==> src/rtl/arbitro_rr.sv <==
// rtl/arbitro_rr.sv - Round-robin pop arbiter for four input FIFOs with burst and backpressure
module arbitro_rr #(
  parameter int BURST = 2  // consecutive pops granted to one input before rotating, 1..4
) (
  input  logic       clk,
  input  logic       reset,
  input  logic       active,
  input  logic [3:0] fifo_empty,
  input  logic [3:0] almost_full,
  output logic [3:0] pop,
  output logic [1:0] selector,
  output logic       valid_out,
  output logic [1:0] state
);

  typedef enum logic [1:0] {
    IDLE  = 2'd0,
    SERVE = 2'd1,
    PAUSE = 2'd2
  } state_t;

  localparam logic [1:0] BURST_LAST = 2'(BURST - 1);

  state_t     state_q, state_d;
  logic [1:0] ptr_q, ptr_d;
  logic [1:0] cnt_q, cnt_d;
  logic [1:0] hyst_q, hyst_d;
  logic [1:0] selector_q, selector_d;
  logic       valid_q, valid_d;

  logic [3:0] request;
  logic       pause;
  logic       win_found;
  logic [1:0] win_idx;
  logic [1:0] cand;
  logic       grant_en;

  assign request = ~fifo_empty;
  assign pause   = |almost_full;

  // Winner search: first requesting input starting at ptr and wrapping.
  always_comb begin
    win_found = 1'b0;
    win_idx   = ptr_q;
    cand      = ptr_q;
    for (int i = 0; i < 4; i++) begin
      cand = ptr_q + i[1:0];
      if (!win_found && request[cand]) begin
        win_found = 1'b1;
        win_idx   = cand;
      end
    end
  end

  // Pop is gated by reset and by pause in the same cycle, so backpressure costs zero cycles.
  always_comb begin
    grant_en = !reset && (state_q == SERVE) && active && !pause && win_found;
    pop      = grant_en ? (4'b0001 << win_idx) : 4'b0000;
  end

  // Burst pointer update: stay on the same input for BURST pops, then move past it.
  always_comb begin
    ptr_d = ptr_q;
    cnt_d = cnt_q;
    if (grant_en) begin
      if (win_idx == ptr_q) begin
        if (cnt_q == BURST_LAST) begin
          ptr_d = ptr_q + 2'd1;
          cnt_d = 2'd0;
        end else begin
          cnt_d = cnt_q + 2'd1;
        end
      end else if (BURST == 1) begin
        ptr_d = win_idx + 2'd1;
        cnt_d = 2'd0;
      end else begin
        ptr_d = win_idx;
        cnt_d = 2'd1;
      end
    end
  end

  // Next-state logic; losing active wins over pause, and PAUSE needs two quiet cycles to exit.
  always_comb begin
    state_d = state_q;
    hyst_d  = 2'd0;
    case (state_q)
      IDLE: begin
        if (active) state_d = SERVE;
      end
      SERVE: begin
        if (!active)    state_d = IDLE;
        else if (pause) state_d = PAUSE;
      end
      PAUSE: begin
        if (!active) begin
          state_d = IDLE;
        end else if (pause) begin
          hyst_d = 2'd0;
        end else if (hyst_q == 2'd1) begin
          state_d = SERVE;
        end else begin
          hyst_d = hyst_q + 2'd1;
        end
      end
      default: state_d = IDLE;
    endcase
  end

  // Datapath mux control lags pop by one cycle to line up with registered FIFO read data.
  always_comb begin
    selector_d = grant_en ? win_idx : selector_q;
    valid_d    = grant_en;
  end

  // State register with synchronous reset that overrides every other input.
  always_ff @(posedge clk) begin
    if (reset) begin
      state_q    <= IDLE;
      ptr_q      <= 2'd0;
      cnt_q      <= 2'd0;
      hyst_q     <= 2'd0;
      selector_q <= 2'd0;
      valid_q    <= 1'b0;
    end else begin
      state_q    <= state_d;
      ptr_q      <= ptr_d;
      cnt_q      <= cnt_d;
      hyst_q     <= hyst_d;
      selector_q <= selector_d;
      valid_q    <= valid_d;
    end
  end

  assign selector  = selector_q;
  assign valid_out = valid_q;
  assign state     = state_q;

endmodule

==> config.mk <==
export PLATFORM = sky130hd
export DESIGN_NAME = arbitro_rr
export DESIGN_NICKNAME = d
export VERILOG_FILES = /design/src/rtl/arbitro_rr.sv
export SDC_FILE = /design/constraint.sdc
export NUM_CORES = 1
export LEC_CHECK = 0
export BUFFER_PORTS_ARGS = -buffer_cell sky130_fd_sc_hd__buf_4
export CAP_MARGIN = 20
export CORE_MARGIN = 1
export CORE_UTILIZATION = 31
export CTS_CLUSTER_SIZE = 10
export DETAILED_ROUTE_END_ITERATION = 8
export GPL_ROUTABILITY_DRIVEN = 0
export GPL_TIMING_DRIVEN = 0
export PLACE_DENSITY_LB_ADDON = 0.1
export SETUP_SLACK_MARGIN = 0.4
export SYNTH_ARGS = -nofsm -noshare
export SYNTH_HDL_FRONTEND = slang
export SYNTH_SLANG_ARGS = --single-unit
==> constraint.sdc <==
create_clock -name clk -period 2.6 [get_ports clk]
set_input_delay 0.39 -clock clk [delete_from_list [all_inputs] [get_ports clk]]
set_output_delay 0.39 -clock clk [all_outputs]
set_load 0.02 [all_outputs]
# --- Word level (Yosys, flattened, before mapping) ---
# Cells that the tools add are included.
classes:
  add_sub_neg: 5
  eq_ne: 10
  reduce_logical: 17
  n_lt_le_gt_ge: 4
  shifts: 1
  n_bitwise: 3
  mux: 27
op_table:
  columns: ["op", "count"]
  rows:
  - ["$mux 2", 13]
  - ["$lt 2x3->1 const B", 4]
  - ["$ne 3x3->1 const B", 3]
  - ["$bmux 1 s2", 4]
  - ["$mux 1", 8]
  - ["$reduce_or 8->1", 1]
  - ["$logic_and 1x1->1", 7]
  - ["$add 2x1->2 const B", 3]
  - ["$eq 2x1->1 const B", 3]
  - ["$pmux 2 s3", 1]
  - ["$logic_not 1->1", 5]
  - ["$add 2x2->2 const B", 2]
  - ["$mux 4", 1]
  - ["$not 4->4", 1]
  - ["$reduce_and 4->1", 1]
  - ["$reduce_or 4->1", 1]
  - ["$shl 1x2->4 const A", 1]
  - ["$eq 2x2->1", 1]
  - ["$eq 2x2->1 const B", 1]
  - ["$logic_not 2->1", 1]
  - ["$ne 2x1->1 const B", 1]
  - ["$ne 2x2->1 const B", 1]
  - ["$not 1->1", 2]
  - ["$reduce_and 2->1", 1]
totals:
  out_inout_bits: 9
  inputBits: 11
  reg_bits: 11
  elab_cells: 73

# --- Depth between registers and ports, before layout ---
# Gate-level depths: netlist (run 1).
logic_depth:
  depth_word: 16
  depth_mapped: 7
  ltp_nobuf: 7

# --- Worst setup path after synthesis (run 1) ---
# No wires, ideal clock.
synth_path:
  path_type: "input-to-output"
  startpoint: "input almost_full[0]"
  endpoint: "output pop[0]"
  path_buffers: 1
  t_arrival_ns: 1.956
  slack_ns: 0.254
  stages: 4
  required_ns: 2.210
  path_cell_list: "or4_4 buf_6 nor4_4 nor3b_1"
synth_via:
  elab_chain_cells: 5
synth_lines:
  columns: ["item", "line_no", "source"]
  rows:
  - ["start, declared", "9", "input logic [3:0] almost_full,"]
  - ["$reduce_or 4->1", "39", "assign pause = |almost_full;"]
  - ["$logic_not 1->1", "57", "grant_en = !reset && (state_q == SERVE) && active && !pause && win_found;"]
  - ["$logic_and 1x1->1 (2 in series)", "57", null]
  - ["$mux 4", "58", "pop = grant_en ? (4'b0001 << win_idx) : 4'b0000;"]
  - ["end, declared", "10", "output logic [3:0] pop,"]
# No other way between the ends.

# --- Worst setup path in the final report (run 1) ---
layout_path:
  startpoint: "input almost_full[3]"
  endpoint: "output pop[0]"
# Same word-level chain as after synthesis.

==> results of run 1 <==
==> report_power, final <==
group / total, uW / internal, uW / switching (uW) / leakage (uW)
sequential: 172 / 170 / 2.23 / 0.0000889
combinational: 70.1 / 32.5 / 37.6 / 0.000334
clock: 113 / 59.3 / 53.4 / 0.0000150
==> synthesized netlist by cell type (2+ instances only) <==
library cell	number	area share, %
a211oi_1	2	1.9
nor2b_1	3	2.4
nand2b_1	2	1.6
a32o_1	2	2.6
a311oi_1	2	2.2
nor2_1	12	5.8
inv_2	2	0.96
clkbuf_1	6	2.9
o21ai_0	6	3.8
nand3b_1	3	2.9
o21ai_1	2	1.3
nand2_1	8	3.8
mux2i_1	4	5.1
inv_1	4	1.9
nand3_1	6	3.8
a21oi_1	9	5.8
dfxtp_1	11	28
==> path summary, 6_finish.rpt <==
path                            slack (ps)          end      startpoint  depth (start not counted)
worst max-delay path                   480       pop[0]  almost_full[3]                          6
worst min register to register         430     cnt_q[1]        cnt_q[1]                          2
worst min-delay path                   380  selector[1]           reset                          2
worst max register to register         700     ptr_q[1]        state[1]                          6
==> stage by stage <==
stage | instances | util, % | cell area, sq um
after floorplan | 103 | - | 786
after global placement | 150 | 41.9 | 963
after detailed placement | 150 | 41.9 | 963
after CTS | 157 | 44.7 | 1030
after global routing | 157 | 45.4 | 1040
final | 157 | 45.4 | 1040
==> area by class of cell <==
| type | count | area, sq um | area share [%] |
|---|---|---|---|
| plain buffers | 8 | 47.5 | 4.56 |
| flip-flops and latches | 11 | 220 | 21.1 |
| inverters | 6 | 22.5 | 2.16 |
| clock buffers | 4 | 26.3 | 2.52 |
| well taps | 28 | 35.0 | 3.36 |
| repair buffers | 22 | 173 | 16.5 |
| multi-input cells | 78 | 519 | 49.8 |
==> repair_timing <==
action	in CTS	in global routing
endpoints found under the setup margin	4	5
setup buffers	3	0
resized for setup	5	12
pin swaps	6	1
hold endpoints to repair	0	0
==> metal layers <==
layer	share of wire, %	vias to the layer above
li1	-	422
met1	51	364
met2	44	21
met3	4.2	0
met5	0	-
met4	0	0
==> cell families after synthesis <==
logic type      synth area share [%]
simple gates                    32.9
flops                           28.2
mux                             7.05
fa+ha+maj                       1.60
buf+inv                         7.85
compound gates                  22.4
==> worst max-delay path, stage by stage <==
cell and delay (ps):
buf_6 90, or4_4 520, buf_6 140, nor4_4 220
nor3b_2 220, buf_4 160
==> sequential cells by signal, indices dropped and copies added, names as in the netlist <==
name and cells:
cnt_q 2, hyst_q 2, ptr_q 2, selector 2, state 2, valid_out 1
==> results.sh, run 1 <==
export IMPL_status="completed"
export IMPL_synthArstFlopShare_pct=0
export IMPL_viasPerCell=5.14
export IMPL_clockBufferDepth=2
export IMPL_h_tree_depth=1
export IMPL_gr_usage_met3_pct=5.51
export IMPL_top_usage_layer="met2"
export IMPL_grt_overflow=0
export IMPL_critical_path_required_ps=2210
export IMPL_detail_route_antenna_nets=0
export IMPL_total_power_uw=355
export IMPL_vias=807
export IMPL_grt_pass1_wl_microns=2870
export IMPL_hold_viol_final=0
export IMPL_port_buffers=19
export IMPL_drv_slew=0
export IMPL_worstMarginPinSlew_ps=449
export IMPL_synthDistinctLibCells=36
export IMPL_drc_errors=0
export IMPL_p_leak_uw=0.000438
export IMPL_cts_sinks=11
export IMPL_die_x_microns=52.2
export IMPL_syn_area_sq_um=781
export IMPL_cts_made_buffers=3
export IMPL_drive_above_1_share_pct=33.3
export IMPL_die_h_microns=52.2
export IMPL_tns_ps=0
export IMPL_cts_tree="done"
export IMPL_drv_cap=0
export IMPL_relSlewSlack_pct=69.3
export IMPL_start_kind="primary input"
export IMPL_start_util_pct=34.0
export IMPL_syn_to_final_growth_pct=33.7
export IMPL_die_area_sq_um=2720
export IMPL_initialDrtViolationCount=13
export IMPL_end_kind="primary output"
export IMPL_dr_pass1_iters=4
export IMPL_ctsHoldBuffers=0
export IMPL_path_clk_slew_ps=60
export IMPL_crit_path_max_fanout=5
export IMPL_io_pins=20
export IMPL_grt_use_met1_pct=17.9
export IMPL_gr_usage_met2_pct=23.1
export IMPL_max_freq_mhz=472
export IMPL_fin_ws_ps=483
export IMPL_clk_latency_ps=260
export IMPL_crit_type="primary input to primary output"
export IMPL_root_buffer="clkbuf_4"
export IMPL_period_needed_ps=2120
export IMPL_synth_edf_count=0
export IMPL_preCtsSetupSlack_ps=233
export IMPL_synth_seq_cells=11
export IMPL_p_per_area_nw_per_um2=340
export IMPL_avgRoutedWirePerCell_microns=11.6
export IMPL_yosysWarnings=0
export IMPL_critPathArrivalTime_ps=1730
export IMPL_fin_worst_skew_ps=2.83
export IMPL_rsz0062_at_grt="false"
export IMPL_antenna_cells=0
export IMPL_synth_flop_cell="dfxtp_1"
export IMPL_min_path_type="primary input to flip-flop"
export IMPL_grtUsageTotal_pct=14.1
export IMPL_period_share_pct=81.4
export IMPL_final_common_cell="buf_4"
export IMPL_setup_viol=0
export IMPL_syn_inst=103
export IMPL_final_nets=142
export IMPL_n_fill_cell=258
export IMPL_max_vdd_ir_drop_mv=0.252
export IMPL_grt_max_degree=11
export IMPL_placementRows=17
export IMPL_grt_pass1_vias=687
export IMPL_hpwlAfterDp_microns=1370
export IMPL_synth_area_per_cell_sq_um=7.58
export IMPL_wirelength_microns=1830
export IMPL_final_cell_mix="21 x buf_4, 12 x nor2_1, 11 x dfxtp_1"
export IMPL_syn_nets=115
export IMPL_yosysSeqAreaShare_pct=28.2
export IMPL_core_area_sq_um=2300
export IMPL_fin_hold_ws_ps=377
export IMPL_antenna_found_initial=0
No activity file was read; power rests on OpenSTA's default activity.
==> inputs of run 2 (changes only) <==
- ABC_AREA: not set -> 1
- clock period: 2.6 -> 1.8 ns (I/O delays scaled with it)
==> run 2 against run 1 <==
The run now ends with negative setup slack left; die area is 17% higher; cell count is 41% higher; core utilization is 15 points higher; synthesized area is 18% higher; flip-flop and latch count stayed put; synthesized cell count is 35% higher; via count is 35% higher; total power is 67% higher; clock power is 55% higher; first-iteration DRC count is 120% higher; largest cell class unchanged.
==> results.sh, run 2 <==
export IMPL_drv_cap=0
export IMPL_p_per_area_nw_per_um2=351
export IMPL_synth_area_per_cell_sq_um=6.63
export IMPL_core_area_sq_um=2780
export IMPL_syn_to_final_growth_pct=82.6
export IMPL_tns_ps=-2430
export IMPL_seqCellArea_sq_um=225
export IMPL_final_common_cell="buf_4"
export IMPL_clockBufferDepth=2
export IMPL_start_util_pct=33.2
export IMPL_io_pins=20
export IMPL_synth_seq_cells=11
export IMPL_critical_path_required_ps=1530
export IMPL_hpwlAfterDp_microns=1620
export IMPL_preCtsSetupSlack_ps=-347
export IMPL_die_area_sq_um=3200
export IMPL_critPathTopFamily="simple AND/OR/NAND/NOR gates"
export IMPL_worstMarginPinSlew_ps=473
export IMPL_status="finished, violations left"
export IMPL_port_buffers=19
export IMPL_relSlewSlack_pct=68.2
export IMPL_yosys_area_share_simple_pct=53.1
export IMPL_avgRoutedWirePerCell_microns=13.2
export IMPL_fin_worst_skew_ps=3.66
export IMPL_synth_largest_area_cell="dfxtp_1"
export IMPL_cpPeakStageDelay_ps=420
export IMPL_placementRows=19
export IMPL_drc_errors=0
export IMPL_synth_flop_cell="dfxtp_1"
export IMPL_crit_path_max_fanout=5
export IMPL_final_cell_mix="36 x buf_4, 24 x nand2_1, 21 x nand2_2"
export IMPL_synth_edf_count=0
export IMPL_grt_pass1_vias=895
export IMPL_min_path_type="primary input to flip-flop"
export IMPL_antenna_found_initial=0
export IMPL_crit_type="flip-flop to primary output"
export IMPL_crit_chain="buf_4 > nand2_4 > nand2_2 > nand2_2 > nand2_4 > nand3_4 > nor2_4 > a21oi_4 > xor2_2 > inv_2 > nand2_4 > nor2_4 > buf_6"
export IMPL_synthDistinctLibCells=26
export IMPL_cpMaxStageDelayCell="dfxtp_4"
export IMPL_grt_max_degree=11
export IMPL_synth_xor_area_share_pct=1.76
export IMPL_dr_pass1_iters=4
export IMPL_cts_made_buffers=3
export IMPL_syn_nets=151
export IMPL_die_h_microns=56.5
export IMPL_max_vdd_ir_drop_mv=0.416
export IMPL_die_x_microns=56.5
export IMPL_drv_slew=0
export IMPL_grtUsageTotal_pct=15.4
export IMPL_place_area_sq_um=1160
export IMPL_drive_above_1_share_pct=66.0
export IMPL_critPathArrivalTime_ps=2000
export IMPL_syn_area_sq_um=922
export IMPL_yosysSeqAreaShare_pct=23.9
export IMPL_p_sw_uw=187
export IMPL_period_share_pct=126
export IMPL_vias=1089
export IMPL_rsz0062_at_grt="true"
export IMPL_multi_input_area_sq_um=853
export IMPL_final_area_sq_um=1680
export IMPL_setup_viol=9
export IMPL_viasPerCell=4.91
export IMPL_h_tree_depth=1
export IMPL_period_needed_ps=2270
export IMPL_path_clk_slew_ps=80
export IMPL_cts_sinks=11
export IMPL_synth_most_common_cell="nand2_1"
export IMPL_n_fill_cell=235
export IMPL_cts_tree="done"
export IMPL_start_kind="flip-flop"
export IMPL_clk_latency_ps=270
export IMPL_synth_compound_gate_area_share_pct=9.50
export IMPL_final_nets=204
export IMPL_yosysWarnings=0
export IMPL_p_leak_uw=0.000778
export IMPL_clkPwrFrac_pct=29.6
export IMPL_hold_viol_final=0
export IMPL_violations="negative setup slack"
export IMPL_root_buffer="clkbuf_4"
export IMPL_wirelength_microns=2920
export IMPL_end_kind="primary output"
export IMPL_synthArstFlopShare_pct=0
export IMPL_synth_top_family_by_area="simple AND/OR/NAND/NOR gates"
export IMPL_grt_pass1_wl_microns=3910
export IMPL_initialDrtViolationCount=29
export IMPL_synthAdderAreaFrac_pct=1.36
export IMPL_cp_buffers_inverters=3
export IMPL_ctsHoldBuffers=0
export IMPL_ys_top_cells_by_count="42 x nand2_1, 14 x inv_1, 12 x nand2_2"
export IMPL_cpMostUsedCell="nand2_4"
export IMPL_synth_top_cells_by_area="dfxtp_1 24%, nand2_1 17%, nand2_2 8.1%, nand2_4 7.3%, inv_1 5.7%"
export IMPL_syn_inst=139
export IMPL_p_int_uw=405
export IMPL_synth_top_cell_area_share_pct=23.9
export IMPL_detail_route_antenna_nets=0
export IMPL_max_freq_mhz=440
export IMPL_antenna_cells=0
export IMPL_fin_ws_ps=-471
export IMPL_combPwrFrac_pct=28.8
export IMPL_synthMuxAreaShare_pct=0
export IMPL_power_switching_share_pct=31.6
export IMPL_grt_overflow=0
export IMPL_power_frac_seq_pct=41.6
-- run 2: per-stage QoR --
step	util [%]	instances	power (uW)	hold WS [ps]
after floorplan	-	139	330	339
after global placement	41.9	189	363	407
after detailed placement	41.9	189	364	420
after CTS	48.0	206	548	202
after global routing	60.5	222	624	195
final	60.5	222	591	195
-- run 2: area by class of cell --
cell class                 instances  area share, %
multi-input combinational        106           50.7
timing repair buffer              48           24.1
sequential                        11           13.4
inverter                          20           6.24
tap                               31           2.30
buffer                             2           1.78
clock buffer                       4           1.56
-- run 2: cells by family after synthesis --
kind of cell             count (synthesis)
XOR/XNOR                                 1
flip-flops                              11
adder cells (fa/ha/maj)                  1
buffers and inverters                   22
AO/OA/AOI/OAI                           13
AND/OR/NAND/NOR                         91
-- run 2: worst reg2reg max path, delay by kind of cell, from the launching register on --
| family | cells | cell delay (ps) |
|---|---|---|
| DFF | 1 | 420 |
| and+or+nand+nor | 13 | 1050 |
| buffers and inverters | 3 | 400 |
-- run 2: path summary, 6_finish.rpt --
check | startpoint | cells past startpoint | to | slack (ps)
max reg2reg | ptr_q[0] | 16 | ptr_q[0] | -190
min | reset | 2 | selector[1] | 200
max | ptr_q[0] | 13 | pop[1] | -470
min reg2reg | hyst_q[0] | 1 | hyst_q[0] | 430
-- run 2: power by group through the flow --
stage | combinational (uW) | sequential [uW] | clock (uW)
after global routing | 181 | 247 | 196
after floorplan | 75.1 | 254 | 0
after CTS | 125 | 246 | 176
final | 170 | 246 | 175
after detailed placement | 113 | 252 | 0
after global placement | 111 | 252 | 0
-- run 2: per-layer routing --
layer | up-vias | global-route usage [%] | share of wire, %
met5 | - | 0 | 0
met4 | 0 | 3.14 | 0.99
met3 | 6 | 3.46 | 3.8
met2 | 25 | 26.2 | 54
met1 | 518 | 19.7 | 42
li1 | 540 | - | -
-- run 2: repair_timing --
item | in CTS | in global routing
setup buffers | 13 | 16
setup endpoints to repair | 11 | 11
pin swaps | 12 | 21
gates resized for setup | 15 | 53
==> inputs of run 3 (changes only) <==
- clock period: 1.8 -> 2.6 ns (I/O delays scaled with it)
==> run 3 against run 2 <==
The run now ends clean; cell area decreased by 18%; flip-flop and latch count did not move; total power decreased by 36%; core utilization shrank 11 points; first-iteration DRC count fell by 48%; sequential share of layout area rose by 2.8 points; critical path depth fell by 1.
==> results.sh, run 3 (synthesized netlist as in run 2, its figures left out) <==
export IMPL_status="completed"
export IMPL_critPathArrivalTime_ps=1930
export IMPL_crit_start="ptr_q[0]"
export IMPL_hold_viol_final=0
export IMPL_drive_above_1_share_pct=51.6
export IMPL_antenna_cells=0
export IMPL_syn_to_final_growth_pct=50.6
export IMPL_grt_max_degree=11
export IMPL_path_clk_slew_ps=70
export IMPL_die_h_microns=56.5
export IMPL_detail_route_antenna_nets=0
export IMPL_hpwlAfterDp_microns=1570
export IMPL_h_tree_depth=1
export IMPL_clk_latency_ps=270
export IMPL_die_area_sq_um=3200
export IMPL_r2r_cells=13
export IMPL_reg2reg_from="ptr_q[0]"
export IMPL_port_buffers=19
export IMPL_start_util_pct=33.2
export IMPL_avgRoutedWirePerCell_microns=10.4
export IMPL_rsz0062_at_grt="true"
export IMPL_worstMarginPinSlew_ps=481
export IMPL_period_needed_ps=2320
export IMPL_p_per_area_nw_per_um2=273
export IMPL_vias=978
export IMPL_core_area_sq_um=2780
export IMPL_tns_ps=0
export IMPL_clockBufferDepth=2
export IMPL_endpoint="pop[0]"
export IMPL_setup_viol=0
export IMPL_antenna_found_initial=0
export IMPL_crit_path_max_fanout=8
export IMPL_final_nets=195
export IMPL_max_freq_mhz=430
export IMPL_cts_sinks=11
export IMPL_initialDrtViolationCount=15
export IMPL_dr_pass1_iters=4
export IMPL_cts_tree="done"
export IMPL_grtUsageTotal_pct=14.4
export IMPL_wirelength_microns=2220
export IMPL_reg2reg_setup_slack_ps=770
export IMPL_min_path_type="primary input to flip-flop"
export IMPL_fin_worst_skew_ps=2.26
export IMPL_drc_errors=0
export IMPL_grt_pass1_wl_microns=3660
export IMPL_viasPerCell=4.59
export IMPL_io_pins=20
export IMPL_relSlewSlack_pct=67.7
export IMPL_final_common_cell="buf_4"
export IMPL_p_leak_uw=0.000688
export IMPL_root_buffer="clkbuf_4"
export IMPL_drv_slew=0
export IMPL_max_vdd_ir_drop_mv=0.288
export IMPL_critical_path_required_ps=2210
export IMPL_period_share_pct=89.4
export IMPL_reg2reg_to="cnt_q[0]"
export IMPL_final_cell_mix="37 x buf_4, 33 x nand2_1, 18 x nand2_2"
export IMPL_start_kind="flip-flop"
export IMPL_end_kind="primary output"
export IMPL_cts_made_buffers=3
export IMPL_placementRows=19
export IMPL_n_fill_cell=282
export IMPL_drv_cap=0
export IMPL_grt_overflow=0
export IMPL_die_x_microns=56.5
export IMPL_grt_pass1_vias=914
export IMPL_utilization_pct=49.9
export IMPL_crit_type="flip-flop to primary output"
## run 3: cell count changes in the layout (fill, tap and decap cells not counted), sizes merged
cell	previous run	this run
buf	50	41
clkinv	2	0
inv	18	20
## run 3: repair_timing
action / 4_1_cts / 5_1_grt
hold endpoints to repair: 0 / 0
hold buffers: 0 / 0
buffers inserted: 14 / 6
pin swaps: 14 / 13
cloned: 0 / 0
gates resized for setup: 18 / 12
endpoints found under the setup margin: 4 / 4
## run 3: layout make-up
| class | instances | area (sq um) | share of cell area, % |
|---|---|---|---|
| tap | 31 | 38.8 | 2.79 |
| buffer | 2 | 26.3 | 1.89 |
| timing repair buffer | 39 | 309 | 22.3 |
| sequential | 11 | 225 | 16.2 |
| multi-input combinational | 106 | 673 | 48.5 |
| clock buffer | 4 | 26.3 | 1.89 |
| inverter | 20 | 90.1 | 6.49 |
## run 3: worst min-delay path by stage
stage	start	to	depth (start not counted)
after detailed placement	hyst_q[0]	hyst_q[0]	1
after global routing	reset	selector[1]	2
final	reset	state[1]	2
after global placement	hyst_q[0]	hyst_q[0]	1
after floorplan	hyst_q[0]	hyst_q[0]	1
after CTS	reset	state[1]	2
## run 3: metal layers
| metal | vias to the layer above | GRT usage, % | wire [microns] |
|---|---|---|---|
| met5 | - | 0 | 0 |
| li1 | 518 | - | - |
| met2 | 18 | 24.2 | 1120 |
| met3 | 8 | 2.07 | 56 |
| met1 | 434 | 17.3 | 976 |
| met4 | 0 | 8.36 | 65 |
## run 3: worst max-delay path, stage by stage, from the launching register on
cell and delay, ps:
dfxtp_4 400, buf_8 130, nand2_2 60, nand2_4 70, nand2_2 60, nand2_4 90
nand3_4 90, nor2_4 150, a21oi_4 60, xor2_2 160, inv_2 80, nor3_2 150
buf_4 160
## run 3: per-stage QoR
stage	hold WS (ps)	std cells	total power (uW)	instance area (sq um)	setup slack, ps
floorplan	398	139	225	922	415
global placement	407	189	250	1100	226
detailed placement	420	189	250	1100	224
CTS	303	207	378	1300	214
global route	305	213	403	1390	161
finish	313	213	378	1390	276
## run 3: power breakdown
part,internal [uW],switching [uW]
clock,59.4,59.0
combinational,40.7,49.0
sequential,169,1.39
total,269,109
